`config.mk`:
```
export PLATFORM = sky130hd
export DESIGN_NAME = conv_acc_writeback
export DESIGN_NICKNAME = d
export VERILOG_FILES = /design/src/rtl/conv_acc_writeback.sv
export SDC_FILE = /design/constraint.sdc
export NUM_CORES = 1
export LEC_CHECK = 0
export BUFFER_PORTS_ARGS = -buffer_cell sky130_fd_sc_hd__buf_2
export CAP_MARGIN = 15
export CORE_AREA = 2 2 111 113
export CTS_BUF_LIST = sky130_fd_sc_hd__clkbuf_16
export DETAILED_ROUTE_END_ITERATION = 10
export DIE_AREA = 0 0 113 115
export HOLD_SLACK_MARGIN = 0.06
export PLACE_DENSITY = 0.7
export SETUP_SLACK_MARGIN = 0.3
export SLEW_MARGIN = 15
export SYNTH_ARGS = -nofsm -noshare
export SYNTH_HDL_FRONTEND = slang
export SYNTH_SLANG_ARGS = --single-unit
```
`constraint.sdc`:
```
create_clock -name clk -period 3.9 [get_ports clk]
set_clock_uncertainty 0.1 [all_clocks]
set_input_delay 0.195 -clock clk [delete_from_list [all_inputs] [get_ports clk]]
set_output_delay 0.195 -clock clk [all_outputs]
set_load 0.005 [all_outputs]
```
`src/rtl/conv_acc_writeback.sv`:
```
// conv_acc_writeback
//   Sits after the 32-bit ALU in the convolution datapath. Sums TAPS signed
//   tap products per output pixel, applies a rounded arithmetic right shift,
//   clamps the result to an 8-bit pixel and writes it to the output image
//   memory over a req/ack handshake with an auto-incrementing address.
//   Build option: define CONV_ABS_MODE_EN to take the magnitude of a negative
//   shifted sum before clamping (edge responses kept as magnitudes); when it
//   is undefined, negative sums clamp to 0.
module conv_acc_writeback #(
   parameter int TAPS       = 9,
   parameter int SHIFT      = 4,
   parameter int ACC_W      = 40,
   parameter int NUM_PIXELS = 16384,
   parameter int ADDR_W     = 16
) (
   input  logic              clk,
   input  logic              reset,
   input  logic              frame_start,
   input  logic              alu_valid,
   input  logic [31:0]       C_bus,
   output logic              alu_ready,
   output logic              mem_wr_req,
   input  logic              mem_wr_ack,
   output logic [ADDR_W-1:0] mem_addr,
   output logic [7:0]        mem_wdata,
   output logic              Z_flag,
   output logic              frame_done
);

   localparam int CNT_W = (TAPS > 1) ? $clog2(TAPS + 1) : 1;
   // Half an LSB of the shifted result; zero when no shift is applied.
   localparam logic [ACC_W-1:0]  ROUND     = ACC_W'((64'd1 << SHIFT) >> 1);
   localparam logic [CNT_W-1:0]  LAST_TAP  = CNT_W'(TAPS - 1);
   localparam logic [ADDR_W-1:0] LAST_ADDR = ADDR_W'(NUM_PIXELS - 1);

   typedef enum logic [1:0] {
      ACCUM = 2'd0,
      NORM  = 2'd1,
      WRITE = 2'd2
   } state_t;

   state_t              state_q, state_d;
   logic [ACC_W-1:0]    acc_q, acc_d;
   logic [CNT_W-1:0]    cnt_q, cnt_d;
   logic [ADDR_W-1:0]   addr_q, addr_d;
   logic [7:0]          wdata_q, wdata_d;
   logic                z_q, z_d;
   logic                req_q, req_d;
   logic                done_q, done_d;

   logic [ACC_W-1:0]        tap_ext;
   logic signed [ACC_W-1:0] shifted;
   logic signed [ACC_W-1:0] mag;
   logic [7:0]              pixel;

   // Normalize the running sum: round, arithmetic shift, optional magnitude, clamp to 0..255.
   always_comb begin
      tap_ext = ACC_W'($signed(C_bus));
      shifted = $signed(acc_q + ROUND) >>> SHIFT;
      mag     = shifted;
`ifdef CONV_ABS_MODE_EN
      if (shifted[ACC_W-1]) begin
         mag = -shifted;
      end
`endif
      if (mag[ACC_W-1]) begin
         pixel = 8'd0;
      end else if (|mag[ACC_W-2:8]) begin
         pixel = 8'hFF;
      end else begin
         pixel = mag[7:0];
      end
   end

   // Next-state and datapath update; frame_start overrides everything but reset.
   always_comb begin
      state_d = state_q;
      acc_d   = acc_q;
      cnt_d   = cnt_q;
      addr_d  = addr_q;
      wdata_d = wdata_q;
      z_d     = z_q;
      req_d   = req_q;
      done_d  = 1'b0;

      case (state_q)
         ACCUM: begin
            // alu_ready is high throughout ACCUM, so alu_valid alone marks a transfer.
            if (alu_valid) begin
               acc_d = acc_q + tap_ext;
               cnt_d = cnt_q + CNT_W'(1);
               if (cnt_q == LAST_TAP) begin
                  state_d = NORM;
               end
            end
         end
         NORM: begin
            wdata_d = pixel;
            z_d     = (pixel == 8'd0);
            acc_d   = '0;
            cnt_d   = '0;
            req_d   = 1'b1;
            state_d = WRITE;
         end
         WRITE: begin
            if (mem_wr_ack) begin
               req_d   = 1'b0;
               state_d = ACCUM;
               if (addr_q == LAST_ADDR) begin
                  addr_d = '0;
                  done_d = 1'b1;
               end else begin
                  addr_d = addr_q + ADDR_W'(1);
               end
            end
         end
         default: begin
            state_d = ACCUM;
         end
      endcase

      // Restart the frame: abandon any pending write and drop any tap offered this cycle.
      if (frame_start) begin
         state_d = ACCUM;
         acc_d   = '0;
         cnt_d   = '0;
         addr_d  = '0;
         req_d   = 1'b0;
         done_d  = 1'b0;
      end
   end

   // State and datapath registers with synchronous reset.
   always_ff @(posedge clk) begin
      if (reset) begin
         state_q <= ACCUM;
         acc_q   <= '0;
         cnt_q   <= '0;
         addr_q  <= '0;
         wdata_q <= '0;
         z_q     <= 1'b0;
         req_q   <= 1'b0;
         done_q  <= 1'b0;
      end else begin
         state_q <= state_d;
         acc_q   <= acc_d;
         cnt_q   <= cnt_d;
         addr_q  <= addr_d;
         wdata_q <= wdata_d;
         z_q     <= z_d;
         req_q   <= req_d;
         done_q  <= done_d;
      end
   end

   assign alu_ready  = (state_q == ACCUM);
   assign mem_wr_req = req_q;
   assign mem_addr   = addr_q;
   assign mem_wdata  = wdata_q;
   assign Z_flag     = z_q;
   assign frame_done = done_q;

endmodule

```
==> impl_metrics.csv <==
group,metric,value,unit
global_routing,track_usage,24.6,%
finish,finalInstanceArea,6480,um^2
critical_path,crit_type,"register to register",
critical_path,rrSetupSlack,0.74,ns
critical_path,arrival,3.35,ns
logic_synthesis,yosysTopAreaCell,"dfxtp_1",
logic_synthesis,synth_top_area_share,25.2,%
clock_tree,tritoncts,"yes",
clock_tree,cts_resized,0,
routing,finalWirelength,15700,um
routing,dr.first_iter.drc_count,457,
logic_synthesis,syn_avg_cell_area,7.74,um^2
clock_tree,insertion_delay,0.35,ns
routing,num_vias,5748,
critical_path,rr_startpoint,"acc_q[4]",
place,gp_congestion,0.926,
finish,fillers,1128,
power_and_ir_drop,cellLeakagePower,2.73,nW
timing,hold_violations,0,
logic_synthesis,synth_edf_count,0,
critical_path,end_kind,"register",
logic_synthesis,ys_types,75,
routing,drc_errors,8,
logic_synthesis,synth-main-ff-cell,"dfxtp_1",
timing,max_freq,317,MHz
timing,drv_slew,0,
timing,finalCriticalPeriod,3.16,ns
logic_synthesis,synth_top_cells_by_count,"80 x nor2_1, 76 x nand2_1, 73 x dfxtp_1",
job,drv_cap,0,
power_and_ir_drop,vdd_drop_max,0.000154,V
critical_path,crit_end,"acc_q[37]",
clock_tree,clockRootBuffer,"clkbuf_16",
power_and_ir_drop,power.density,320,nW/um^2
logic_synthesis,ys_ff_latch,73,
logic_synthesis,synth.area.top_cells,"dfxtp_1 25%, ha_1 9.3%, nor2_1 5.2%",
routing,routedWlPerCell,16.6,um
clock_tree,cts_max_level,3,
global_routing,antenna_found_initial,0,
routing,final_antenna_net_count,0,
timing,setup_slack,0.741,ns
timing,rsz0062_at_grt,"no",
critical_path,cp-startpoint,"acc_q[4]",
global_routing,gr-usage-met3,4.16,%
logic_synthesis,synth_fp_nets,829,
timing,fin_crit_sh,81.0,%
floorplan,ios,65,
logic_synthesis,ys_seq_area_share,25.2,%
critical_path,crit_fanout,6,
logic_synthesis,netlist_instances,748,
floorplan,die_area,13000,um^2
timing,slew_headroom,27.7,%
critical_path,crit_required,4.09,ns
finish,antenna_cells,0,
floorplan,core,11800,um^2
global_routing,grt_pass1_wl,26100,um
place,dp_hpwl,11900,um
worst_hold_path,hp-class,"input port to register",
finish,layout-drive-gt1-share,12.8,%
routing,dr.pass1.iters,8,
critical_path,r2r_cells,9,
place,placed_area,6180,um^2
floorplan,rows,40,
clock_tree,numCtsBuffers,9,
place,pre_cts_slack,0.781,ns
finish,fin_nets,876,
clock_tree,clkTransAtPathRegs,0.07,ns
timing,setup_viol,0,
clock_tree,clk_path_buf_depth,2,
global_routing,overflow,0,
global_routing,grt_busiest_layer,"met2",
critical_path,start_kind,"register",
run_status,violations,"DRC",
logic_synthesis,synth.most_common_cell,"nor2_1",
logic_synthesis,netlist_area,5790,um^2
floorplan,die_w,113,um
timing,worst_slew_pin_slew,1.08,ns
floorplan,start_util,49.0,%
place,portBuffers,64,
global_routing,use_met1,32.1,%
clock_tree,clkSinkCount,73,
global_routing,grt_pass1_vias,5426,
global_routing,grt_max_degree,25,
floorplan,die_h,115,um
timing,tns,0,ns
finish,area_growth_syn_to_layout,11.9,%
critical_path,r2r-end,"acc_q[37]",
global_routing,grt_use_met2,41.4,%
power_and_ir_drop,total_power,2.08,mW
run_status,status,"finished with violations",
logic_synthesis,synthArstFlopShare,0,%
routing,avgViaCountPerCell,6.07,
logic_synthesis,yosys_warnings,0,
[layout make-up]
class | instances | area, um^2 | share of cell area [%]
well taps | 147 | 184 | 2.84
multi-input cells | 623 | 4120 | 63.6
clock buffers | 9 | 225 | 3.47
flip-flops and latches | 73 | 1460 | 22.5
inverters | 19 | 71.3 | 1.10
repair buffers | 69 | 363 | 5.60
clock inverters | 7 | 58.8 | 0.907
[placed cells by master (no fill, tap or decap), types with 14 or more instances in the layout]
master   count
a21o_1      24
a21oi_1     45
a22oi_1     15
a31oi_1     14
buf_2       64
dfxtp_1     73
ha_1        43
inv_1       19
nand2_1     76
nand3_1     33
nand4_1     20
nor2_1      79
nor3_1      17
o21ai_0     33
xnor2_1     31
xor2_1      30
[where the power goes]
| group | switching (mW) | internal, mW | total (mW) |
|---|---|---|---|
| Sequential | 0.0433 | 0.770 | 0.814 |
| Combinational | 0.264 | 0.186 | 0.449 |
| Clock | 0.371 | 0.442 | 0.813 |
[critical path, cell delays in order, from the launching register on]
cell       delay, ns
dfxtp_1         0.42
ha_1            0.33
a2111oi_0       0.46
o21ai_1         0.20
a41oi_2         0.35
nor2_1          0.12
o311ai_2        0.36
a221oi_1        0.17
or4b_1          0.51
nand3_1         0.09
[state kept, by name, summed over array words and instances (netlist names)]
signal	flops
mem_addr	16
Z_flag	1
cnt_q	4
frame_done	1
acc_q	40
mem_wr_req	1
state_q	2
mem_wdata	8
[how the worst min path moves through the flow]
stage	start	cells after the start	slack [ns]	end
finish	C_bus[0]	4	0.12	acc_q[0]
global route	frame_start	4	0.16	cnt_q[0]
CTS	C_bus[0]	4	0.12	acc_q[0]
detailed placement	reset	2	0.32	Z_flag
global placement	reset	2	0.32	Z_flag
floorplan	reset	1	0.17	Z_flag
[layer usage]
| metal | wire length (um) | vias up |
|---|---|---|
| li1 | - | 2855 |
| met1 | 7150 | 2686 |
| met2 | 7410 | 184 |
| met3 | 856 | 23 |
| met4 | 306 | 0 |
| met5 | 0 | - |
[cells by family after synthesis]
kind of cell             count (synthesis)  synth area share, %
AND/OR/NAND/NOR                        291                 25.2
AO/OA/AOI/OAI                          221                 26.0
flip-flops                              73                 25.2
XOR/XNOR                                61                 9.22
buffers and inverters                   52                 3.67
adder cells (fa/ha/maj)                 44                 9.63
multiplexers                             6                 1.04
[through the flow]
stage / cells / hold WS (ns) / util (%)
final: 947 / 0.125 / 54.9
after global routing: 947 / 0.162 / 54.9
after CTS: 947 / 0.117 / 54.9
after detailed placement: 929 / 0.324 / 52.3
after global placement: 929 / 0.316 / 52.3
after floorplan: 748 / 0.168 / -
[what timing repair did]
action	in CTS	in global routing
hold buffers	2	0
buffers inserted	0	0
hold endpoints to repair	2	0
No activity file was read; power rests on OpenSTA's default activity.
